`src/rtl/offset_add_stage.sv`:
```
`default_nettype none
// ============================================================================
//  Module   : offset_add_stage
//  Purpose  : Two-stage valid/ready adder. A missing b operand is replaced
//             by DEFAULT_B. Define OFFSET_ADD_STATS_EN to add result counters.
//  Revision : 1.0  initial release
// ============================================================================
module offset_add_stage #(
   parameter int W         = 8,
   parameter int DEFAULT_B = 10
) (
   input  logic         clk,
   input  logic         rst_n,
   input  logic         in_valid,
   output logic         in_ready,
   input  logic [W-1:0] in_a,
   input  logic [W-1:0] in_b,
   input  logic         in_b_present,
   output logic         out_valid,
   input  logic         out_ready,
   output logic [W:0]   out_sum,
   output logic         out_used_default
`ifdef OFFSET_ADD_STATS_EN
   ,
   input  logic         stat_clr,
   output logic [15:0]  stat_default_cnt,
   output logic [15:0]  stat_explicit_cnt
`endif
);

   localparam logic [W-1:0] C_DEFAULT_B = W'(DEFAULT_B);

   logic         s1_valid_q, s1_valid_d;
   logic [W-1:0] s1_a_q,     s1_a_d;
   logic [W-1:0] s1_b_q,     s1_b_d;
   logic         s1_def_q,   s1_def_d;
   logic         s2_valid_q, s2_valid_d;
   logic [W:0]   s2_sum_q,   s2_sum_d;
   logic         s2_def_q,   s2_def_d;
   logic         s1_adv;
   logic         s2_adv;

   always_comb begin
      s2_adv   = s1_valid_q && (!s2_valid_q || out_ready);
      in_ready = !s1_valid_q || s2_adv;
      s1_adv   = in_valid && in_ready;

      s1_valid_d = s1_valid_q;
      s1_a_d     = s1_a_q;
      s1_b_d     = s1_b_q;
      s1_def_d   = s1_def_q;
      if (s1_adv) begin
         // b is resolved at capture so later in_b changes cannot leak in
         s1_valid_d = 1'b1;
         s1_a_d     = in_a;
         s1_b_d     = in_b_present ? in_b : C_DEFAULT_B;
         s1_def_d   = !in_b_present;
      end else if (s2_adv) begin
         s1_valid_d = 1'b0;
      end

      s2_valid_d = s2_valid_q;
      s2_sum_d   = s2_sum_q;
      s2_def_d   = s2_def_q;
      if (s2_adv) begin
         s2_valid_d = 1'b1;
         s2_sum_d   = {1'b0, s1_a_q} + {1'b0, s1_b_q};
         s2_def_d   = s1_def_q;
      end else if (out_ready) begin
         s2_valid_d = 1'b0;
      end
   end

   always_ff @(posedge clk or negedge rst_n) begin
      if (!rst_n) begin
         s1_valid_q <= 1'b0;
         s1_a_q     <= '0;
         s1_b_q     <= '0;
         s1_def_q   <= 1'b0;
         s2_valid_q <= 1'b0;
         s2_sum_q   <= '0;
         s2_def_q   <= 1'b0;
      end else begin
         s1_valid_q <= s1_valid_d;
         s1_a_q     <= s1_a_d;
         s1_b_q     <= s1_b_d;
         s1_def_q   <= s1_def_d;
         s2_valid_q <= s2_valid_d;
         s2_sum_q   <= s2_sum_d;
         s2_def_q   <= s2_def_d;
      end
   end

   assign out_valid        = s2_valid_q;
   assign out_sum          = s2_sum_q;
   assign out_used_default = s2_def_q;

`ifdef OFFSET_ADD_STATS_EN
   logic        out_xfer;
   logic [15:0] def_cnt_q, def_cnt_d;
   logic [15:0] exp_cnt_q, exp_cnt_d;

   always_comb begin
      out_xfer  = s2_valid_q && out_ready;
      def_cnt_d = def_cnt_q;
      exp_cnt_d = exp_cnt_q;
      // clear wins over a same-cycle increment; counters stick at all-ones
      if (stat_clr) begin
         def_cnt_d = '0;
         exp_cnt_d = '0;
      end else if (out_xfer) begin
         if (s2_def_q) begin
            if (def_cnt_q != 16'hFFFF) def_cnt_d = def_cnt_q + 16'd1;
         end else begin
            if (exp_cnt_q != 16'hFFFF) exp_cnt_d = exp_cnt_q + 16'd1;
         end
      end
   end

   always_ff @(posedge clk or negedge rst_n) begin
      if (!rst_n) begin
         def_cnt_q <= '0;
         exp_cnt_q <= '0;
      end else begin
         def_cnt_q <= def_cnt_d;
         exp_cnt_q <= exp_cnt_d;
      end
   end

   assign stat_default_cnt  = def_cnt_q;
   assign stat_explicit_cnt = exp_cnt_q;
`endif

endmodule
`default_nettype wire

```
`config.mk`:
```
export PLATFORM = sky130hd
export DESIGN_NAME = offset_add_stage
export DESIGN_NICKNAME = d
export VERILOG_FILES = /design/src/rtl/offset_add_stage.sv
export SDC_FILE = /design/constraint.sdc
export NUM_CORES = 1
export LEC_CHECK = 0
export BUFFER_PORTS_ARGS = -buffer_cell sky130_fd_sc_hd__buf_2
export CORE_ASPECT_RATIO = 1.4
export CORE_MARGIN = 5
export CORE_UTILIZATION = 52
export CTS_CLUSTER_SIZE = 28
export DETAILED_ROUTE_END_ITERATION = 10
export PLACE_DENSITY = 0.77
export SYNTH_ARGS = -nofsm -noshare
export SYNTH_HDL_FRONTEND = slang
export SYNTH_SLANG_ARGS = --single-unit
```
`constraint.sdc`:
```
create_clock -name clk -period 2.2 [get_ports clk]
set_input_delay 0.55 -clock clk [delete_from_list [all_inputs] [get_ports clk]]
set_output_delay 0.55 -clock clk [all_outputs]
set_load 0.01 [all_outputs]
```
Word level (Yosys, flattened, before mapping) --
Index checks and enable logic that the tools add are counted.
Storage, ports and cells: register bits 29, bits in latches 0, bits in writable memories 0, bits in read-only memories 0, bits of input ports 21, memories kept 0
Operators by class: add/subtract/negate cells 1, $mul 0, divide/modulo/power cells 0, order comparisons 0, equality and inequality tests 0, shift-type cells 0, muxes and demuxes 5, bitwise operators 0, reductions and logical operators 9
Operator list (count):
- $add A8 B8 Y9 | 1
- $mux W8 | 1
- $mux W1 | 4
- $reduce_bool A2 Y1 | 2
- $logic_not A1 Y1 | 3
- $logic_and A1 B1 Y1 | 2
- $logic_or A1 B1 Y1 | 2

Depth between registers and ports, before layout --
depth in word-level cells 6, mapped depth 6, mapped depth without buffers 6

Worst setup path before layout --
Ideal clock, no wire load.
path kind register -> register, from register s1_a_q[0], to register s2_sum_q[6], in the netlist out_sum[6], setup time 120 ps, arrival time 1784 ps, data required time 2080 ps, setup slack 296 ps, cell stages (with the launch flop) 7, buffers on the path 0, period minus slack after synthesis 1904 ps, cells stage by stage dfrtp_1 > ha_1 > fa_1 > a21oi_1 > o211ai_1 > a211o_1 > a31o_1
On the way: longest elaborated chain between the ends 1
RTL lines:
- from (decl) | RTL line 34 | logic [W-1:0] s1_a_q, s1_a_d;
- from (signal assigned) | RTL line 77 | s1_a_q <= '0;
- from (signal assigned) | RTL line 85 | s1_a_q <= s1_a_d;
- $add A8 B8 Y9 | RTL line 67 | s2_sum_d = {1'b0, s1_a_q} + {1'b0, s1_b_q};
- to (signal assigned) | RTL line 89 | s2_sum_q <= s2_sum_d;
- to (decl) | RTL line 38 | logic [W:0] s2_sum_q, s2_sum_d;
Every way passes these cells. A chain may end at the register's enable or synchronous reset.

Final worst setup path --
Ends and elaborated chain as after synthesis.

==> results.py <==
metrics = {
    "run_status": {
        "outcome": "finished clean",
    },
    "clock_network": {
        "root_buffer": "clkbuf_4",
        "cts_resized": 0,
        "postCtsSetupRepairBufs": 0,
        "clk_latency_ns": 0.33,
        "numCtsBuffers": 5,
        "path_clk_slew_ns": 0.09,
        "htreeDepth": 2,
        "clkSinkCount": 29,
        "clockBufferDepth": 2,
        "cts-hold-fix-buffers": 0,
        "cts_tree": "yes",
    },
    "layout": {
        "fin_nets": 198,
        "diodes": 0,
        "fin_util": 0.636,
        "final_layout_size_suffix_gt1_frac": 0.314,
        "fillCellCount": 245,
        "syn2layout_area_growth_pct": 16.8,
    },
    "grt": {
        "track_usage": 0.165,
        "grt-busiest-layer": "met2",
        "grt_pass1_vias": 1168,
        "grt_overflow_total": 0,
        "grtUsageMet3": 0.0575,
        "met1_usage": 0.176,
        "grt_max_degree": 30,
        "grt_pass1_wl_mm": 4.77,
        "antenna_found_initial": 0,
        "grtUsageMet2": 0.294,
    },
    "yosys": {
        "yosys_warnings": 0,
        "async_reset_ff_frac": 1.00,
        "synth_most_common_cell": "dfrtp_1",
        "synth_top_area_cell": "dfrtp_1",
        "synth_area_leaders": "dfrtp_1, mux2_2, ha_1",
        "synth_flop_cell": "dfrtp_1",
        "yosys-top-cells-count": "dfrtp_1, nand2_1, o21ai_0",
        "ys_seq_elements": 29,
        "syn_inst": 133,
        "ys_seq_area_frac": 0.504,
        "synth_edf_count": 0,
        "synth_nets": 163,
        "netlist_area_sq_um": 1440,
        "ys_types": 37,
        "avgSynthCellArea_sq_um": 10.8,
        "yosys.area.top_type_share": 0.504,
    },
    "critical_path": {
        "path_class": "reg -> reg",
        "critPathCaptureType": "flop",
        "slowest_stage": "fa_1",
        "worstReg2RegStart": "s1_a_q[0]",
        "path_max_fanout": 3,
        "cp_cell_sequence": "ha_1 > fa_1 > a21oi_1 > o211ai_1 > a211o_1 > a31o_1",
        "worstSetupStartpoint": "s1_a_q[0]",
        "cp-start-kind": "flop",
        "crit_path_max_incr_delay_ns": 0.41,
        "required_ns": 2.43,
        "arrival_ns": 2.28,
    },
    "timing": {
        "holdWs_ns": 0.228,
        "setup-tns-final_ns": 0,
        "worst_pin_slew_ns": 0.613,
        "setup_viol": 0,
        "rsz0062_at_grt": "no",
        "slew_viol_final": 0,
        "slew_headroom": 0.591,
        "period_needed_ns": 2.05,
        "timing.final.crit_share": 0.933,
        "max_freq_mhz": 487,
        "skew_ns": 0.0125,
        "finalHoldViolations": 0,
        "fin_ws_ns": 0.146,
    },
    "route": {
        "via_count": 1088,
        "drt_iter0_markers": 15,
        "drc_errors": 0,
        "totalWireLength_mm": 2.75,
        "wl_per_cell_microns": 13.4,
        "firstDrtPassIters": 4,
        "vias_per_cell": 5.31,
        "ant_nets": 0,
    },
    "die": {
        "die_area_sq_um": 3930,
        "initial_utilization": 0.545,
        "die_h_microns": 72.2,
        "coreArea_sq_um": 2640,
        "io_pins": 33,
        "row_count": 22,
        "die_w_microns": 54.5,
    },
    "pwr": {
        "power_per_cell_area_nw_per_um2": 883,
        "vdd_drop_max_mv": 0.605,
        "p_leak_nw": 0.802,
    },
    "placed_design": {
        "io_buffers": 32,
        "gp_congestion": 0.774,
        "place_hpwl_mm": 2.19,
        "pre_cts_slack_ns": 0.158,
    },
    "job": {
        "cap_violations": 0,
    },
    "worst_hold_path": {
        "hp-class": "in -> async",
    },
}
[layer usage]
| layer | vias to the layer above | part of all wire |
|---|---|---|
| met4 | 0 | 0.0091 |
| met3 | 2 | 0.057 |
| li1 | 550 | - |
| met5 | - | 0 |
| met2 | 25 | 0.53 |
| met1 | 511 | 0.41 |
[path summary, 6_finish.rpt]
check                        endpoint  slack [ns]  cells past startpoint
max                        out_sum[6]        0.15                      6
min                        out_sum[4]        0.23                      1
max reg2reg                out_sum[6]        0.15                      6
min reg2reg                  s1_def_q        0.48                      2
max in group asynchronous   s1_a_q[4]        1.56                      1
min in group clk           s1_valid_q        0.43                      2
[critical path, delay by kind of cell (launching register included)]
kind,cells,cell delay (ns)
AOI/OAI and AO/OA,4,0.92
adders and majority gates,2,0.66
DFF,1,0.39
[power by group]
part           leakage, nW  switching (mW)  total (mW)  internal, mW
combinational        0.421           0.253       0.479         0.226
clock               0.0320           0.176       0.297         0.121
sequential           0.350          0.0626       0.708         0.645
total                0.802           0.492        1.48         0.992
[placed cells by master, fill, tap and decap left out, types with 3 or more instances in the layout]
cell       n
clkbuf_4   5
o21ai_0   12
mux2_2    11
a21oi_1    3
buf_2     32
nand2_1   25
dfrtp_1   29
nand2b_1   3
nor2b_1    3
ha_1       8
[cell type report]
class,count,area (sq um),share of cell area
multi-input cells,97,683,0.407
clock inverters,2,10.0,0.00596
inverters,2,7.51,0.00447
repair buffers,33,168,0.0998
flip-flops and latches,29,726,0.432
well taps,36,45.0,0.0268
clock buffers,6,41.3,0.0246
[logic make-up after synthesis]
logic type / Yosys count / synth area share
xor+xnor: 2 / 0.0122
compound gates: 34 / 0.155
simple gates: 41 / 0.138
buf+inv: 7 / 0.0209
fa+ha+maj: 9 / 0.0835
flops: 29 / 0.504
mux: 11 / 0.0861
[flip-flops by register name (all words and copies together) (netlist names)]
| register | count |
|---|---|
| out_sum | 9 |
| s1_a_q | 8 |
| s1_b_q | 8 |
| out_used_default | 1 |
| out_valid | 1 |
| s1_def_q | 1 |
| s1_valid_q | 1 |
[through the flow]
step / instances / cell area (sq um) / power, mW
2_1_floorplan: 133 / 1440 / 1.03
3_3_place_gp: 197 / 1630 / 1.18
3_5_place_dp: 197 / 1630 / 1.21
4_1_cts: 205 / 1680 / 1.51
5_1_grt: 205 / 1680 / 1.59
6_report: 205 / 1680 / 1.48
Note: power is estimated with default switching activity, not from simulation.
